**src/rtl/cdf_accumulator.sv**
```systemverilog
// In-place saturating prefix sum over the scratch-memory histogram: one bin pair
// is read every two cycles and written back at one bin per cycle.
module cdf_accumulator #(
  parameter int BINS   = 256,
  parameter int ADDR_W = 8,
  parameter int DATA_W = 20
) (
  input  logic              clk,
  input  logic              rst_n,
  input  logic              cdf_en,
  input  logic              start,
  output logic              busy,
  output logic              done,
  output logic [ADDR_W-1:0] cdf_scratch_mem_raddr0,
  output logic [ADDR_W-1:0] cdf_scratch_mem_raddr1,
  input  logic [DATA_W-1:0] cdf_scratch_mem_rdata0,
  input  logic [DATA_W-1:0] cdf_scratch_mem_rdata1,
  output logic [ADDR_W-1:0] cdf_scratch_mem_waddr,
  output logic [DATA_W-1:0] cdf_scratch_mem_wdata,
  output logic              cdf_scratch_mem_WE,
  output logic [DATA_W-1:0] cdf_min,
  output logic [DATA_W-1:0] cdf_total,
  output logic              cdf_overflow
);
  localparam int PAIR_W = ADDR_W - 1;
  localparam logic [PAIR_W-1:0] LAST_PAIR = PAIR_W'(BINS / 2 - 1);

  typedef enum logic [1:0] {IDLE, RUN, DRAIN, DONE} state_t;
  state_t state_reg, state_next;

  logic [PAIR_W-1:0] pair_reg;
  logic [PAIR_W-1:0] pair_inc;
  logic              phase_reg;
  logic              drain_reg;
  logic              min_found_reg;
  logic [DATA_W-1:0] acc_reg;
  logic [DATA_W-1:0] hold_reg;
  logic [DATA_W-1:0] addend;
  logic [DATA_W:0]   sum;
  logic [DATA_W-1:0] wr_value;
  logic              launch;
  logic              even_write;
  logic              odd_write;

  assign launch   = (state_reg == IDLE) && start && cdf_en;
  assign pair_inc = pair_reg + PAIR_W'(1);

  // Even bin is written the cycle its read data arrives; the odd bin follows
  // from the held rdata1, so pair 0 has no odd write pending in its first phase.
  assign even_write = cdf_en && (state_reg == RUN) && phase_reg;
  assign odd_write  = cdf_en && (((state_reg == RUN) && !phase_reg && (pair_reg != '0)) ||
                                 ((state_reg == DRAIN) && !drain_reg));

  assign addend   = even_write ? cdf_scratch_mem_rdata0 : hold_reg;
  assign sum      = {1'b0, acc_reg} + {1'b0, addend};
  assign wr_value = sum[DATA_W] ? {DATA_W{1'b1}} : sum[DATA_W-1:0];

  always_ff @(posedge clk) begin
    if (!rst_n) begin
      state_reg <= IDLE;
    end else begin
      state_reg <= state_next;
    end
  end

  always_comb begin
    state_next = state_reg;
    busy       = 1'b0;
    done       = 1'b0;
    case (state_reg)
      IDLE: begin
        if (launch) begin
          state_next = RUN;
        end
      end
      RUN: begin
        busy = 1'b1;
        if (!cdf_en) begin
          state_next = IDLE;
        end else if (phase_reg && (pair_reg == LAST_PAIR)) begin
          state_next = DRAIN;
        end
      end
      DRAIN: begin
        busy = 1'b1;
        if (!cdf_en) begin
          state_next = IDLE;
        end else if (drain_reg) begin
          state_next = DONE;
        end
      end
      DONE: begin
        done       = 1'b1;
        state_next = IDLE;
      end
      default: begin
        state_next = IDLE;
      end
    endcase
  end

  always_ff @(posedge clk) begin
    if (!rst_n) begin
      pair_reg               <= '0;
      phase_reg              <= 1'b0;
      drain_reg              <= 1'b0;
      min_found_reg          <= 1'b0;
      acc_reg                <= '0;
      hold_reg               <= '0;
      cdf_scratch_mem_raddr0 <= '0;
      cdf_scratch_mem_raddr1 <= '0;
      cdf_scratch_mem_waddr  <= '0;
      cdf_scratch_mem_wdata  <= '0;
      cdf_scratch_mem_WE     <= 1'b0;
      cdf_min                <= '0;
      cdf_total              <= '0;
      cdf_overflow           <= 1'b0;
    end else begin
      if (launch) begin
        pair_reg               <= '0;
        phase_reg              <= 1'b0;
        drain_reg              <= 1'b0;
        min_found_reg          <= 1'b0;
        acc_reg                <= '0;
        cdf_min                <= '0;
        cdf_total              <= '0;
        cdf_overflow           <= 1'b0;
        cdf_scratch_mem_raddr0 <= '0;
        cdf_scratch_mem_raddr1 <= ADDR_W'(1);
      end

      if ((state_reg == RUN) && cdf_en) begin
        phase_reg <= ~phase_reg;
      end
      if (state_reg == DRAIN) begin
        drain_reg <= 1'b1;
      end

      if (even_write) begin
        hold_reg <= cdf_scratch_mem_rdata1;
        if (pair_reg != LAST_PAIR) begin
          pair_reg               <= pair_inc;
          cdf_scratch_mem_raddr0 <= {pair_inc, 1'b0};
          cdf_scratch_mem_raddr1 <= {pair_inc, 1'b1};
        end
      end

      if (even_write || odd_write) begin
        acc_reg               <= wr_value;
        cdf_scratch_mem_wdata <= wr_value;
        cdf_scratch_mem_waddr <= even_write ? {pair_reg, 1'b0}
                                            : {cdf_scratch_mem_waddr[ADDR_W-1:1], 1'b1};
        if (sum[DATA_W]) begin
          cdf_overflow <= 1'b1;
        end
        if (!min_found_reg && (wr_value != '0)) begin
          cdf_min       <= wr_value;
          min_found_reg <= 1'b1;
        end
      end
      cdf_scratch_mem_WE <= even_write || odd_write;

      if ((state_reg == DRAIN) && cdf_en && drain_reg) begin
        cdf_total <= acc_reg;
      end
    end
  end

endmodule

```
**config.mk**
```make
export PLATFORM = sky130hd
export DESIGN_NAME = cdf_accumulator
export DESIGN_NICKNAME = d
export VERILOG_FILES = /design/src/rtl/cdf_accumulator.sv
export SDC_FILE = /design/constraint.sdc
export NUM_CORES = 1
export LEC_CHECK = 0
export CAP_MARGIN = 20
export CORE_MARGIN = 1.5
export CORE_UTILIZATION = 56
export DETAILED_ROUTE_END_ITERATION = 7
export PLACE_DENSITY = 0.86
export SYNTH_ARGS = -nofsm -noshare
export SYNTH_HDL_FRONTEND = slang
export SYNTH_SLANG_ARGS = --single-unit
```
**constraint.sdc**
```tcl
create_clock -name clk -period 10.5 [get_ports clk]
set_input_delay 1.575 -clock clk [delete_from_list [all_inputs] [get_ports clk]]
set_output_delay 1.575 -clock clk [all_outputs]
set_load 0.005 [all_outputs]
```
==> summary.txt <==
Cells and area
  – Final nets: 1021
  – N_diodes: 0
  – Reg area: roughly 2800 um^2
  – FILL cells: 865
  – Layout cells sized above 1: 0.0665
  – Commonest non-fill, non-tap cell in the layout: nand2_1
  – Most frequent cells in the layout: nand2_1 (223), dfxtp_1 (138), clkdlybuf4s50_1 (130), a21oi_1 (73), a21boi_0 (42)
  – Multi-input gate area: ~3700 um^2
  – Synthesis-to-layout area growth: 28.4%
  – Post-route insts no fill: 1105

Floorplan
  – Ports: about 130
  – Core region area: 11600 um^2
  – # rows: 39
  – Initial Util: 0.582
  – Die W: 113 um
  – Die Ht: 113 um
  – Die area: 12700 um^2

GRT
  – First-pass GRT wire length: ~30 mm
  – Initial antenna violation count: 0
  – Largest net degree at the start of global routing: 76
  – Vias in the first global route: 6101
  – GR Overflow Total: 0
  – Total global-route track usage: 0.300

Worst setup path
  – Crit Path Max Fanout: just over 50
  – R2R depth: 18
  – WP data required: 10.85 ns
  – Setup crit start kind: input pin
  – Worst Path Arrival: 6.53 ns
  – Critical R2R Capture: cdf_min[5]
  – R2r startpoint: state_reg[1]
  – CP Capture Type: flip-flop
  – R2r setup slk: 5.48 ns
  – Crit Path Class: input pin to flip-flop

Route
  – Initial DRC count: 607
  – Drt drc: 0
  – Via count: 6456
  – Antenna viol nets, final: 0
  – DR pass1 iterations: 5
  – Vias per inst: approximately 5.8
  – WL final: 18.5 mm
  – DR WL/cell: 16.8 um

STA
  – Final Hold Fails: 0
  – Final Max Tran Viols: 0
  – RSZ-0062 raised after global routing: false
  – Slew margin rel.: 0.386
  – Fmax: about 160 MHz
  – Final setup viols: 0
  – Setup Skew: 0.0104 ns
  – Period minus WS final: 6.19 ns
  – Final Cycle Share: 0.589
  – Slew of the pin with the lowest slew margin: 0.920 ns
  – Setup TNS: 0 ns
  – WHS: 0.462 ns

Clock network
  – CTS Sinks: 138
  – CTS tree: yes
  – Htree depth: 4
  – Setup bufs post-CTS: 0
  – Cts hold-fix bufs: 0
  – Longest Clk Path Bufs: 2
  – Resized Gates After CTS: 0
  – Worst-path clk slew: 0.06 ns
  – Num CTS Buffers: 17
  – Clk root buf: clkbuf_16
  – Worst skew pair latency: 0.43 ns

Synthesis
  – Post-synth EDFFs: 0
  – Sequential share of the synthesized area: 0.411
  – Synth top area share: 0.411
  – Synthesized area: 6730 um^2
  – Area leader, netlist: dfxtp_1
  – Average size of a mapped cell: between 7 and 8 um^2
  – Async SR Flop Fraction: 0
  – Yosys warning total: 0
  – Top post-synthesis cells by area: dfxtp_1 (41%), nand2_1 (12%), a21oi_1 (5.4%)
  – Syn Nets: a little over 900
  – Syn Inst Count: 843
  – Synth Register Bits: 138
  – Yosys cell types: 66
  – Post-synth top flop: dfxtp_1

Min path
  – Hold Path End: cdf_scratch_mem_wdata[16]
  – Hold Crit Start: cdf_scratch_mem_wdata[16]
  – HP Class: flip-flop to flip-flop
  – Hold path depth: 2

Pwr
  – Lkg Pwr: 3.39 nW
  – Power Density: around 140 nW/um^2
  – Total power: about 0.0012 W
  – Worst IR Drop VDD: 0.165 mV

Place
  – IO buf count: 131
  – Post-DP HPWL: ~13 mm
  – Placer Congestion: 0.927
  – Placed cell count: 1073

Status
  – Status: finished, final reports clean

Run
  – Maximum Capacitance Violations: 0
==> worst max-delay path by stage <==
| stage | startpoint | to | cells after the start |
|---|---|---|---|
| final | cdf_en | cdf_min[5] | 17 |
| after detailed placement | cdf_en | cdf_min[5] | 17 |
| after CTS | cdf_en | cdf_min[5] | 17 |
| after global routing | cdf_en | cdf_min[5] | 17 |
| after global placement | cdf_en | cdf_min[1] | 17 |
| after floorplan | cdf_en | cdf_min[10] | 19 |
==> cell usage after synthesis (2+ instances only) <==
library cell / instances
nand3b_1: 2
o211ai_1: 4
nor2_1: 28
and4_1: 2
a31oi_1: 2
o21ai_2: 10
or3_1: 2
buf_2: 2
a221oi_1: 2
nand4_1: 6
o21a_1: 3
a21boi_0: 42
and3_1: 11
nor3_1: 8
inv_1: 15
clkbuf_1: 46
nand3_1: 30
nand2_1: 223
nand2b_1: 10
a22oi_1: 21
o21bai_1: 2
a21oi_1: 73
ha_1: 27
a211oi_1: 4
xor2_1: 10
o211a_1: 2
nor4_1: 2
dfxtp_1: 138
o21ai_0: 32
mux2i_1: 2
xnor2_1: 8
a221o_1: 3
and2_1: 9
nor2b_1: 25
a21o_1: 6
==> worst max-delay path, stage by stage <==
cell and delay [ns]:
clkdlybuf4s50_1 0.68, and3_1 0.21, buf_4 0.40, nand2_1 0.11
nand2_1 0.09, ha_1 0.17, inv_1 0.06, fa_1 0.38
nand2b_2 0.22, a211oi_4 0.29, o21ai_2 0.15, o41ai_4 0.43
mux2i_1 0.19, or4_1 0.49, or4_4 0.57, o21a_4 0.30
o21ai_0 0.20
==> kinds of logic (layout without fill, tap and decap cells) <==
| logic type | after synthesis | count (layout) | synth area share |
|---|---|---|---|
| simple gates | 368 | 368 | 0.246 |
| mux | 2 | 2 | 0.00298 |
| fa+ha+maj | 28 | 28 | 0.0532 |
| compound gates | 222 | 222 | 0.223 |
| flops | 138 | 138 | 0.411 |
| buf+inv | 67 | 186 | 0.0402 |
| xor+xnor | 18 | 18 | 0.0234 |
==> power by group <==
part	internal (W)	switching (W)	total, W
Sequential	0.000527	0.00000223	0.000529
Combinational	0.0000367	0.0000457	0.0000824
Clock	0.000333	0.000248	0.000582
Total	0.000897	0.000296	0.00119
==> metrics by stage <==
stage | utilization | worst slack, ns | instance area (um^2)
after floorplan | - | 4.69 | 6730
after global placement | 0.697 | 4.10 | 8060
after detailed placement | 0.697 | 3.92 | 8060
after CTS | 0.747 | 4.33 | 8630
after global routing | 0.747 | 4.00 | 8630
final | 0.747 | 4.31 | 8630
==> final cells by class <==
cell class / instances / share of cell area
well taps: 143 / 0.0207
clock buffers: 17 / 0.0493
flip-flops and latches: 138 / 0.320
clock inverters: 15 / 0.0175
inverters: 15 / 0.00652
repair buffers: 139 / 0.158
multi-input cells: 638 / 0.428
==> metal layers <==
| layer | vias to the layer above | global-route usage | wire (um) | part of all wire |
|---|---|---|---|---|
| li1 | 3123 | - | - | - |
| met1 | 3019 | 0.413 | 8550 | 0.46 |
| met2 | 271 | 0.459 | 8140 | 0.44 |
| met3 | 43 | 0.0772 | 1390 | 0.075 |
| met4 | 0 | 0.105 | 456 | 0.025 |
| met5 | - | 0 | 0 | 0 |
No activity file was read; power rests on OpenSTA's default activity.
